--- config.mk ---
export PLATFORM = sky130hd
export DESIGN_NAME = truth_table_sweeper_flat
export DESIGN_NICKNAME = d
export VERILOG_FILES = /design/src/rtl/truth_table_sweeper_if.sv /design/src/rtl/truth_table_sweeper.sv /design/src/flat_wrapper.sv
export SDC_FILE = /design/constraint.sdc
export NUM_CORES = 1
export LEC_CHECK = 0
export CAP_MARGIN = 40
export CORE_MARGIN = 2
export CORE_UTILIZATION = 36
export CTS_BUF_LIST = sky130_fd_sc_hd__clkbuf_2
export CTS_CLUSTER_SIZE = 30
export DETAILED_ROUTE_END_ITERATION = 16
export GPL_ROUTABILITY_DRIVEN = 0
export HOLD_SLACK_MARGIN = 0.02
export PLACE_DENSITY = 0.62
export SLEW_MARGIN = 15
export SYNTH_ARGS = -nofsm -noshare
export SYNTH_HDL_FRONTEND = slang
export SYNTH_SLANG_ARGS = --single-unit
--- constraint.sdc ---
create_clock -name CLK -period 5.5 [get_ports CLK]
set_clock_uncertainty 0.1 [all_clocks]
set_input_delay 0.825 -clock CLK [delete_from_list [all_inputs] [get_ports CLK]]
set_output_delay 0.825 -clock CLK [all_outputs]
set_load 0.03 [all_outputs]
--- src/rtl/truth_table_sweeper_if.sv ---
// Signal bundle between the sweep controller and its environment.
// The controller is the master: it drives the vector and the result outputs.
// The slave side drives START/ABORT and returns F from the function unit.
interface truth_table_sweeper_if;
  logic        START;
  logic        ABORT;
  logic        F;
  logic        A;
  logic        B;
  logic        C;
  logic        D;
  logic        BUSY;
  logic        DONE;
  logic        PASS;
  logic [15:0] TT;
  logic [4:0]  FAIL_CNT;
  logic [3:0]  FAIL_IDX;

  modport master (
    input  START, ABORT, F,
    output A, B, C, D, BUSY, DONE, PASS, TT, FAIL_CNT, FAIL_IDX
  );

  modport slave (
    output START, ABORT, F,
    input  A, B, C, D, BUSY, DONE, PASS, TT, FAIL_CNT, FAIL_IDX
  );
endinterface

--- src/rtl/truth_table_sweeper.sv ---
// Sweeps all 16 {A,B,C,D} vectors, samples F after SETTLE idle cycles, compares to EXPECTED_MASK.
// Latency: DONE rises 16*(SETTLE+1) cycles after the START edge; all outputs registered.
// No backpressure: START is ignored while running, ABORT cancels a sweep and keeps partial results.
module truth_table_sweeper #(
  parameter int unsigned SETTLE        = 2,
  parameter logic [15:0] EXPECTED_MASK = 16'hAAF8
) (
  input  logic                  CLK,
  input  logic                  RST,
  truth_table_sweeper_if.master sw
);

  localparam logic [1:0] S_IDLE = 2'd0;
  localparam logic [1:0] S_RUN  = 2'd1;
  localparam logic [1:0] S_DONE = 2'd2;

  localparam logic [3:0]  SETTLE_L = 4'(SETTLE);
  localparam logic [15:0] EXP_L    = EXPECTED_MASK;

  logic [1:0]  state_q, state_d;
  logic [3:0]  idx_q, idx_d;
  logic [3:0]  cnt_q, cnt_d;
  logic [15:0] tt_q, tt_d;
  logic [4:0]  fail_cnt_q, fail_cnt_d;
  logic [3:0]  fail_idx_q, fail_idx_d;
  logic        pass_q, pass_d;

  // Next-state logic: start/abort handling, settle countdown, sample-and-compare.
  always_comb begin
    state_d    = state_q;
    idx_d      = idx_q;
    cnt_d      = cnt_q;
    tt_d       = tt_q;
    fail_cnt_d = fail_cnt_q;
    fail_idx_d = fail_idx_q;
    pass_d     = pass_q;

    case (state_q)
      S_IDLE, S_DONE: begin
        if (sw.START) begin
          state_d    = S_RUN;
          idx_d      = 4'd0;
          cnt_d      = SETTLE_L;
          tt_d       = 16'h0000;
          fail_cnt_d = 5'd0;
          fail_idx_d = 4'd0;
          pass_d     = 1'b0;
        end
      end
      S_RUN: begin
        if (sw.ABORT) begin
          // Abort beats a same-edge sample; partial TT/fail stats are kept.
          state_d = S_IDLE;
          idx_d   = 4'd0;
          pass_d  = 1'b0;
        end else if (cnt_q != 4'd0) begin
          cnt_d = cnt_q - 4'd1;
        end else begin
          tt_d[idx_q] = sw.F;
          if (sw.F != EXP_L[idx_q]) begin
            fail_cnt_d = fail_cnt_q + 5'd1;
            if (fail_cnt_q == 5'd0) begin
              fail_idx_d = idx_q;
            end
          end
          if (idx_q != 4'd15) begin
            idx_d = idx_q + 4'd1;
            cnt_d = SETTLE_L;
          end else begin
            // Vector stays at 15 in DONE until the next START or reset.
            state_d = S_DONE;
            pass_d  = (fail_cnt_d == 5'd0);
          end
        end
      end
      default: begin
        state_d = S_IDLE;
        idx_d   = 4'd0;
      end
    endcase
  end

  // State registers with asynchronous clear.
  always_ff @(posedge CLK or posedge RST) begin
    if (RST) begin
      state_q    <= S_IDLE;
      idx_q      <= 4'd0;
      cnt_q      <= 4'd0;
      tt_q       <= 16'h0000;
      fail_cnt_q <= 5'd0;
      fail_idx_q <= 4'd0;
      pass_q     <= 1'b0;
    end else begin
      state_q    <= state_d;
      idx_q      <= idx_d;
      cnt_q      <= cnt_d;
      tt_q       <= tt_d;
      fail_cnt_q <= fail_cnt_d;
      fail_idx_q <= fail_idx_d;
      pass_q     <= pass_d;
    end
  end

  assign sw.A        = idx_q[3];
  assign sw.B        = idx_q[2];
  assign sw.C        = idx_q[1];
  assign sw.D        = idx_q[0];
  assign sw.BUSY     = (state_q == S_RUN);
  assign sw.DONE     = (state_q == S_DONE);
  assign sw.PASS     = pass_q;
  assign sw.TT       = tt_q;
  assign sw.FAIL_CNT = fail_cnt_q;
  assign sw.FAIL_IDX = fail_idx_q;

endmodule
--- src/flat_wrapper.sv ---
// flat-port wrapper written by rule: the top's interface ports become plain ports
module truth_table_sweeper_flat 
#(
  parameter int unsigned SETTLE        = 2,
  parameter logic [15:0] EXPECTED_MASK = 16'hAAF8
)
  (CLK, RST, sw_START, sw_ABORT, sw_F, sw_A, sw_B, sw_C, sw_D, sw_BUSY, sw_DONE, sw_PASS, sw_TT, sw_FAIL_CNT, sw_FAIL_IDX);
  truth_table_sweeper_if sw_i ();
  input  logic CLK;
  input  logic RST;
  input wire logic [$bits(sw_i.START)-1:0] sw_START;
  input wire logic [$bits(sw_i.ABORT)-1:0] sw_ABORT;
  input wire logic [$bits(sw_i.F)-1:0] sw_F;
  output wire logic [$bits(sw_i.A)-1:0] sw_A;
  output wire logic [$bits(sw_i.B)-1:0] sw_B;
  output wire logic [$bits(sw_i.C)-1:0] sw_C;
  output wire logic [$bits(sw_i.D)-1:0] sw_D;
  output wire logic [$bits(sw_i.BUSY)-1:0] sw_BUSY;
  output wire logic [$bits(sw_i.DONE)-1:0] sw_DONE;
  output wire logic [$bits(sw_i.PASS)-1:0] sw_PASS;
  output wire logic [$bits(sw_i.TT)-1:0] sw_TT;
  output wire logic [$bits(sw_i.FAIL_CNT)-1:0] sw_FAIL_CNT;
  output wire logic [$bits(sw_i.FAIL_IDX)-1:0] sw_FAIL_IDX;
  assign sw_i.START = sw_START;
  assign sw_i.ABORT = sw_ABORT;
  assign sw_i.F = sw_F;
  assign sw_A = sw_i.A;
  assign sw_B = sw_i.B;
  assign sw_C = sw_i.C;
  assign sw_D = sw_i.D;
  assign sw_BUSY = sw_i.BUSY;
  assign sw_DONE = sw_i.DONE;
  assign sw_PASS = sw_i.PASS;
  assign sw_TT = sw_i.TT;
  assign sw_FAIL_CNT = sw_i.FAIL_CNT;
  assign sw_FAIL_IDX = sw_i.FAIL_IDX;
  truth_table_sweeper #(.SETTLE(SETTLE), .EXPECTED_MASK(EXPECTED_MASK)) u_core (.CLK(CLK), .RST(RST), .sw(sw_i));
endmodule
Word level (Yosys, flattened, before mapping)
Memories as Yosys holds them, arrays and structs flattened.
Cells that the tools add are included.
- register bits after elaboration: 36
- ROM bits: 16
- input bits: 5
- output and inout bits: 32
- logic and storage cells: 80
- memories kept: 1
- memories (memory ; words ; bits a word ; rd ports ; clocked after Yosys merged registers in ; wr ports ; line ; source):
    (no name shown) ; 16 ; 1 ; 1 ; 0 ; 0 ; truth_table_sweeper.sv:60 ; if (sw.F != EXP_L[idx_q]) begin
- add/sub/neg operators: 3
- order comparisons: 2
- equality and inequality tests: 13
- multiplexer cells: 41
- reduce and logical (&&, ||, !) cells: 13
- operators by type and width (operator ; number):
    2-to-1 mux 16 bit ; 3
    2-to-1 mux 4 bit ; 12
    2-to-1 mux 5 bit ; 7
    case mux 16 bit (2 select lines) ; 1
    case mux 4 bit (2 select lines) ; 3
    bitwise mux 16 bit ; 1
    AND reduction 4 bit ; 3
    zero test 5 bit ; 2
    case mux 5 bit (2 select lines) ; 1
    2-to-1 mux 2 bit ; 4
    2-to-1 mux 1 bit ; 6
    != test 2 bit, second input constant ; 3
    != test 3 bit, second input constant ; 2
    AND reduction 3 bit ; 2
    AND reduction 6 bit ; 1
    adder 5 x 1 -> 5 bit, second input constant ; 1
    < comparator 4 x 5 -> 1 bit, second input constant ; 1
    adder 4 x 1 -> 4 bit, second input constant ; 1
    demux 1 bit (select 4 bit) ; 1
    greater-or-equal comparator 4 x 1 -> 1 bit, second input constant ; 1
    != test 2 x 1 -> 1 bit, second input constant ; 2
    != test 4 bit, second input constant ; 1
    case mux 2 bit (2 select lines) ; 1
    nonzero test 4 bit ; 1
    11 further kinds ; 11

Logic depth before layout (Yosys ltp)
Gate-level depths: netlist of the first run.
- depth after elaboration: 12
- depth in mapped cells: 8
- mapped depth without buffers: 8

Worst setup path after synthesis of the first run
Ideal clock, no wire load.
- kind: register to register
- from: reg u_core.idx_q[0]
- to: reg u_core.fail_idx_q[0], in the netlist u_core.sw.FAIL_IDX[0]
- library setup time: 121 ps
- data arrival time: 2140 ps
- required time: 5279 ps
- setup slack: 3139 ps
- stages on the path, launching flop included: 9
- path through: dfrtp_1 -> ha_1 -> inv_1 -> ha_1 -> nor2b_1 -> o21a_4 -> or2_4 -> and3_1 -> a22o_1
- cells in the longest elaborated chain, start to end: 5
- ends and longest elaborated chain (item ; line ; source):
    from (decl) ; truth_table_sweeper.sv:21 ; logic [3:0] idx_q, idx_d;
    from (signal assigned) ; truth_table_sweeper.sv:95 ; idx_q <= idx_d;
    memory (16 x 1 bit) or 2-to-1 mux 4 bit (tied branches) ; -- ;
    2-to-1 mux 1 bit (implied by the code) or 2-to-1 mux 4 bit (tied branches) ; truth_table_sweeper.sv:60 ;
    != test 1 bit or 2-to-1 mux 4 bit (tied branches) ; truth_table_sweeper.sv:60, truth_table_sweeper.sv:56 ;
    != test 2 x 1 -> 1 bit (no source line) or 2-to-1 mux 4 bit (tied branches) ; -- ;
    AND reduction 6 bit (no source line) or case mux 4 bit (2 select lines) (tied branches) ; -- ;
    to (signal assigned) ; truth_table_sweeper.sv:99 ; fail_idx_q <= fail_idx_d;
    to (decl) ; truth_table_sweeper.sv:25 ; logic [3:0] fail_idx_q, fail_idx_d;
Several ways; a longest one is shown, not always the timed one. The select of a mux whose other input is x is not followed.
A chain may end at the register's enable or synchronous reset.

Worst setup path after layout of the first run
- from: reg u_core.state_q[1]
- to: out sw_BUSY
- cells in the longest elaborated chain, start to end: 1
- ends and longest elaborated chain (item ; line ; source):
    from (decl) ; truth_table_sweeper.sv:20 ; logic [1:0] state_q, state_d;
    from (signal assigned) ; truth_table_sweeper.sv:94 ; state_q <= state_d;
    equality test 2 x 1 -> 1 bit ; truth_table_sweeper.sv:108 ; assign sw.BUSY = (state_q == S_RUN);
    to (decl) ; flat_wrapper.sv:18 ; output wire logic [$bits(sw_i.BUSY)-1:0] sw_BUSY;
No other way between the ends.

==> impl_results.md, run 1 <==
* Number of enable flip-flop cells after synthesis at 0
* First element of the critical path: u_core.state_q[1]
* Result of the run: finished, final reports clean
* Fraction of final layout cells with drive strength greater than 1 at 8.63%
* Wire length reported by the detailed router at 4.58 mm
* Post-layout net count at 268
* Number of inserted diodes at 0
* Critical path endpoint category: output pin
* Length of the first detailed-routing pass in iterations at 4
* Floorplan die area at 0.00619 mm^2
* Share of flip-flops with an asynchronous set or reset at 100%
* Final sum of negative setup slack at 0 ns
* Metal3 WL at 208 um
* Synthesized area per cell at 9.25 um^2
* Reg-to-Reg End: u_core.sw.FAIL_IDX[0]
* Layout area overhead at 24.4%
* Number of endpoints failing setup at the final stage at 0
* Clock latency reported for the late side of the worst-skew pair at 0.40 ns
* Worst setup path category: reg2out
* RSZ-0062 raised after global routing: false
* Remaining number of nets flagged by the antenna check after routing at 0
* Maxcap violations at 0
* Footprint of the flip-flops and latches at 901 um^2
* Post-detail-place hpwl at 3.22 mm
* Top fanout value on the critical path at 21
* Number of nets in the synthesized netlist at 231
* Placed cells at 319
* GRT Util Overall at 16.8%
* Final design instance area without fill at 0.00250 mm^2
* Synth Instances at 217
* Crit path time final at 3.08 ns
* Wire length per cell at 14.0 um
* Number of distinct standard cells referenced by the synthesized netlist at 42
* Setup slack on the worst flop-to-flop path at 3.01 ns
* Yosys reg bits at 36
* Commonest cells after routing, fill and taps aside: sky130_fd_sc_hd__clkdlybuf4s50_1 (36), sky130_fd_sc_hd__dfrtp_1 (36), sky130_fd_sc_hd__o21ai_0 (32)
* Area occupied by multi-input gates at 1000 um^2
* Number of antenna violations at the first check in global routing at 0
* Power per cell area at 269 mW/mm^2
* Seq/Total Area, Yosys at 44.9%
* Logic depth of the worst register-to-register path at 8
* Clock tree from TritonCTS: built
* Kind of start point of the critical path: flop
* Highest routing layer actually used: met4
* Largest net degree at the start of global routing at 37
* Final worst slack at 2.42 ns
* Hold bufs inserted after CTS at 0
* Placeable Area at 0.00544 mm^2
* Setup fix buffers added after clock tree synthesis at 0
* CTS clk-pin slew, worst paths at 0.19 ns
* Met2 wire length at 1.99 mm
* Least-Margin Pin Slew at 0.553 ns
* Width of the die at 78.7 um
* Syn. warnings at 0
* Worst min-delay path class: reg2reg
* CTS HTree Levels at 2
* Main flop type after synthesis: sky130_fd_sc_hd__dfrtp_1
* Filler cell count at 519
* Detailed-route via count at 1,707
* Via count normalized by instance count at 5.22
* Relative slew slack at 63.0%
* Buffers added on ports at 36
* Clock Root Buffer: sky130_fd_sc_hd__clkbuf_2
* Final cell utilization of the core at 45.9%
* Maximum vdd ir drop at 0.127 mV
* Wire length of the first global-routing pass at 8.22 mm
* Highest clock frequency the design can meet at 325 MHz
* Die height at 78.7 um
* Number of gates resized after CTS at 0
* Number of placed I/O pins at 37
* Data arrival, critical path at 2.15 ns
* Reg-to-reg critical path startpoint: u_core.idx_q[0]
* Number of cell rows at 27
* Count of clock tree sinks at 36
* Worst setup path endpoint: sw_BUSY
* Static Leak at 1.09 nW
* Remaining Overflow, GRT at 0
* Dpl ws at 2.87 ns
* Violation count after the first detailed-route iteration at 132
* Number of global-route vias before repair at 1,699
* Critical Path RT at 4.58 ns
* Cell Area, Placed at 0.00243 mm^2
* Number of buffers inserted during clock tree synthesis at 5
* Number of max-slew violations in the final report at 0
* Netlist area before placement at 0.00201 mm^2
* Detailed-routing wirelength on met1 at 2.29 mm
* Initial core utilization at 36.9%
* Final Hold Vio Count at 0
* Portion of the clock cycle consumed by the worst path in the final layout at 55.9%
* Max Root-Sink Buffers at 2
* DRC violations left at 0
* Final non-filler cell total at 327
[metrics by stage]
step	hold WS [ns]	total power [mW]
floorplan	0.373	0.451
global placement	0.387	0.503
detailed placement	0.393	0.505
CTS	0.419	0.681
global route	0.446	0.715
finish	0.419	0.671
[worst min path at each step]
stage / slack, ns / to / cells after the start / startpoint
after floorplan: 0.37 / u_core.cnt_q[0] / 1 / u_core.cnt_q[0]
after global placement: 0.39 / u_core.sw.TT[1] / 2 / u_core.sw.TT[1]
after detailed placement: 0.39 / u_core.sw.FAIL_IDX[1] / 1 / u_core.sw.FAIL_IDX[1]
after CTS: 0.42 / u_core.cnt_q[0] / 1 / u_core.cnt_q[0]
after global routing: 0.45 / u_core.sw.FAIL_IDX[1] / 1 / u_core.sw.FAIL_IDX[1]
final: 0.42 / u_core.cnt_q[0] / 1 / u_core.cnt_q[0]
[sequential cells by signal, indices dropped and copies added, names as in the netlist]
signal / count
u_core.sw.TT: 16
u_core.sw.FAIL_CNT: 5
u_core.cnt_q: 4
u_core.idx_q: 4
u_core.sw.FAIL_IDX: 4
u_core.state_q: 2
u_core.sw.PASS: 1
[cell usage after synthesis (3+ instances only)]
library cell | number | area share, %
sky130_fd_sc_hd__inv_1 | 17 | 3.2
sky130_fd_sc_hd__buf_2 | 4 | 1.0
sky130_fd_sc_hd__a31oi_1 | 4 | 1.2
sky130_fd_sc_hd__a21oi_1 | 20 | 5.0
sky130_fd_sc_hd__nor3_1 | 4 | 1.0
sky130_fd_sc_hd__nand3_1 | 7 | 1.7
sky130_fd_sc_hd__and3_1 | 3 | 0.94
sky130_fd_sc_hd__o22ai_1 | 3 | 0.94
sky130_fd_sc_hd__nor2_1 | 9 | 1.7
sky130_fd_sc_hd__nand2b_1 | 4 | 1.2
sky130_fd_sc_hd__o21ai_0 | 32 | 8.0
sky130_fd_sc_hd__ha_1 | 9 | 5.6
sky130_fd_sc_hd__dfrtp_1 | 36 | 45
sky130_fd_sc_hd__nor2b_1 | 3 | 0.94
sky130_fd_sc_hd__nand2_1 | 22 | 4.1
sky130_fd_sc_hd__o211ai_1 | 3 | 1.1
sky130_fd_sc_hd__a22o_1 | 4 | 1.7
[logic make-up (layout without fill, tap and decap cells)]
kind of cell	Yosys count	in the layout	share of synthesized area [%]
compound gates	79	79	24.1
simple gates	65	65	18.7
flops	36	36	44.9
buf+inv	25	63	5.30
fa+ha+maj	9	9	5.61
mux	2	2	0.998
xor+xnor	1	1	0.436
[routing by layer]
metal,track usage [%],vias up
met4,5.26,0
met1,24.1,811
met3,4.14,8
li1,-,845
met2,25.0,43
met5,0,-
[area by class of cell]
| cell class | count | area share [%] |
|---|---|---|
| clock buffer | 5 | 1.00 |
| clock inverter | 3 | 1.70 |
| inverter | 17 | 2.56 |
| multi-input combinational | 156 | 40.0 |
| sequential | 36 | 36.1 |
| tap | 72 | 3.61 |
| timing repair buffer | 38 | 15.0 |
[power breakdown]
group / internal (mW) / leakage, nW / switching [mW] / total, mW
Sequential: 0.285 / 0.495 / 0.0247 / 0.310
Clock: 0.0760 / 0.0390 / 0.0953 / 0.171
Combinational: 0.0747 / 0.557 / 0.115 / 0.190
Total: 0.435 / 1.09 / 0.235 / 0.671
[worst max-delay path, stage by stage, from the launching register on]
cell                              delay, ns
sky130_fd_sc_hd__dfrtp_1               0.46
sky130_fd_sc_hd__nand2b_2              0.38
sky130_fd_sc_hd__inv_1                 0.22
sky130_fd_sc_hd__clkdlybuf4s50_1       0.69
Power figures use the tool's default switching activity.
==> run 2: changes to the inputs <==
==> constraint.sdc (replaced) <==
create_clock -name CLK -period 3.05 [get_ports CLK]
set_clock_uncertainty 0.1 [all_clocks]
set_input_delay 0.4575 -clock CLK [delete_from_list [all_inputs] [get_ports CLK]]
set_output_delay 0.4575 -clock CLK [all_outputs]
set_load 0.03 [all_outputs]
==> run 2 against run 1 <==
Effect of this change: cell count decreased by 0.31%; final area decreased by 1.4%; core utilization decreased by 0.64 points; sequential cell count unchanged; non-clock buffer count unchanged; combinational power increased by 83%; wire length decreased by 0.15%; global-route usage decreased by 0.60 points; die area unchanged; clock power increased by 19%; largest cell class unchanged.
==> impl_results.md, run 2 (synthesis results as in run 1) <==
* Result of the run: finished, final reports clean
* Relative slew slack at 62.2% (-0.84 points)
* Post-detail-place hpwl at 3.26 mm (+1.3%)
* Width of the die at 78.7 um (unchanged)
* Floorplan die area at 0.00619 mm^2 (unchanged)
* Crit path buf inv count at 2 (unchanged)
* Largest register FFs at 16 (unchanged)
* GRT Util Overall at 16.2% (-0.60 points)
* Highest clock frequency the design can meet at 371 MHz
* Critical path endpoint category: output pin
* Least-Margin Pin Slew at 0.566 ns (+0.0126 ns)
* Max Root-Sink Buffers at 2 (unchanged)
* Remaining number of nets flagged by the antenna check after routing at 0 (unchanged)
* Final design instance area without fill at 0.00246 mm^2 (-1.4%)
* Crit path time final at 2.69 ns
* Wire length per cell at 14.0 um (+0.15%)
* Final Hold Vio Count at 0 (unchanged)
* Violation count after the first detailed-route iteration at 102 (-23%)
* Largest net degree at the start of global routing at 37 (unchanged)
* Die height at 78.7 um (unchanged)
* Data arrival, critical path at 2.14 ns (about the same)
* Cell Chain, Critical Path: nand2b_2, inv_1, clkdlybuf4s50_1
* Standard cell with the maximum stage delay on the critical path: sky130_fd_sc_hd__clkdlybuf4s50_1
* Hold bufs inserted after CTS at 0 (unchanged)
* Remaining Overflow, GRT at 0 (unchanged)
* Portion of the clock cycle consumed by the worst path in the final layout at 88.3%
* Number of max-slew violations in the final report at 0 (unchanged)
* Wire length reported by the detailed router at 4.57 mm (-0.15%)
* Number of placed I/O pins at 37 (unchanged)
* Power per cell area at 450 mW/mm^2 (+67%)
* Number of endpoints failing setup at the final stage at 0 (unchanged)
* Maxcap violations at 0 (unchanged)
* Number of inserted diodes at 0 (unchanged)
* Layout area overhead at 22.7%
* Clock tree from TritonCTS: built
* Number of buffers inserted during clock tree synthesis at 5 (unchanged)
* Post-layout net count at 268 (unchanged)
* Filler cell count at 555 (+6.9%)
* Detailed-route via count at 1,667 (-2.3%)
* Maximum vdd ir drop at 0.199 mV (+56%)
* DRC violations left at 0 (unchanged)
* Cell Area, Placed at 0.00243 mm^2 (unchanged)
* Buffers added on ports at 36 (unchanged)
* Commonest cells after routing, fill and taps aside: sky130_fd_sc_hd__clkdlybuf4s50_1 (36), sky130_fd_sc_hd__dfrtp_1 (36), sky130_fd_sc_hd__o21ai_0 (32)
* Critical Path RT at 2.49 ns (-2.09 ns)
* Number of global-route vias before repair at 1,642 (-3.4%)
* Clock Root Buffer: sky130_fd_sc_hd__clkbuf_2
* CTS clk-pin slew, worst paths at 0.18 ns (about the same)
* Number of antenna violations at the first check in global routing at 0 (unchanged)
* Worst min-delay path class: in2async
* Count of clock tree sinks at 36 (unchanged)
* Initial core utilization at 36.9% (unchanged)
* Top fanout value on the critical path at 21 (unchanged)
* Wire length of the first global-routing pass at 7.89 mm (-4.0%)
* Final sum of negative setup slack at 0 ns (unchanged)
* Number of cell rows at 27 (unchanged)
* Kind of cell with the highest combined delay on the critical path: buffers and inverters
* Setup fix buffers added after clock tree synthesis at 0 (unchanged)
* RSZ-0062 raised after global routing: false
* Placeable Area at 0.00544 mm^2 (unchanged)
* Kind of start point of the critical path: flop
* Peak per-stage delay on the critical path at 0.70 ns (about the same)
* CTS HTree Levels at 2 (unchanged)
* Via count normalized by instance count at 5.11 (-2.0%)
* Clock latency reported for the late side of the worst-skew pair at 0.38 ns (-0.02 ns)
* Worst setup path category: reg2out
* Length of the first detailed-routing pass in iterations at 4 (unchanged)
* Fraction of final layout cells with drive strength greater than 1 at 7.48% (-1.1 points)
* Static Leak at 1.08 nW (-1.4%)
* Number of gates resized after CTS at 0 (unchanged)
==> run 2: per-layer routing <==
| metal | global-route usage [%] | vias to the layer above | wire length (um) |
|---|---|---|---|
| met5 | 0 | - | 0 |
| met4 | 4.21 | 0 | 51 |
| met3 | 3.79 | 5 | 241 |
| met2 | 23.6 | 42 | 1970 |
| met1 | 24.1 | 774 | 2310 |
| li1 | - | 846 | - |
==> run 2: worst register-to-register path: stages, from the launching register on <==
cell and delay, ns:
sky130_fd_sc_hd__dfrtp_1 0.52, sky130_fd_sc_hd__ha_1 0.33, sky130_fd_sc_hd__inv_1 0.10, sky130_fd_sc_hd__ha_1 0.18, sky130_fd_sc_hd__nor2b_1 0.17, sky130_fd_sc_hd__nor3_4 0.27
sky130_fd_sc_hd__o211ai_1 0.16, sky130_fd_sc_hd__a21o_1 0.25, sky130_fd_sc_hd__a22o_1 0.24
==> run 2: through the flow <==
step	hold slack, ns	total power [mW]	setup slack, ns	util, %	std cells
floorplan	0.373	0.813	0.689	-	217
global placement	0.383	0.907	0.745	44.7	319
detailed placement	0.392	0.916	0.675	44.7	319
CTS	0.371	1.12	0.325	45.3	326
global route	0.395	1.19	0.193	45.3	326
finish	0.361	1.11	0.356	45.3	326
==> run 2: area by class of cell <==
type | instances | area (um^2) | area share [%]
multi-input combinational | 156 | 1000 | 40.6
sequential | 36 | 901 | 36.6
timing repair buffer | 38 | 375 | 15.2
tap | 72 | 90.1 | 3.66
inverter | 17 | 63.8 | 2.59
clock buffer | 5 | 25.0 | 1.02
clock inverter | 2 | 7.51 | 0.305
==> run 2: power by group <==
part           switching (mW)  internal (mW)  leakage, nW
clock network           0.157         0.0473       0.0239
logic                   0.212          0.136        0.557
registers              0.0429          0.513        0.495
==> run 2: final timing paths <==
kind | from | to | slack (ns) | cells past startpoint
setup / recovery | u_core.state_q[1] | sw_BUSY | 0.36 | 3
hold / removal | RST | u_core.sw.TT[3] | 0.36 | 3
setup reg to reg | u_core.idx_q[1] | u_core.sw.FAIL_IDX[3] | 0.64 | 8
hold reg to reg | u_core.sw.TT[2] | u_core.sw.TT[2] | 0.42 | 2
max in group asynchronous | RST | u_core.sw.FAIL_CNT[4] | 2.17 | 3
min in group CLK | u_core.sw.TT[2] | u_core.sw.TT[2] | 0.42 | 2
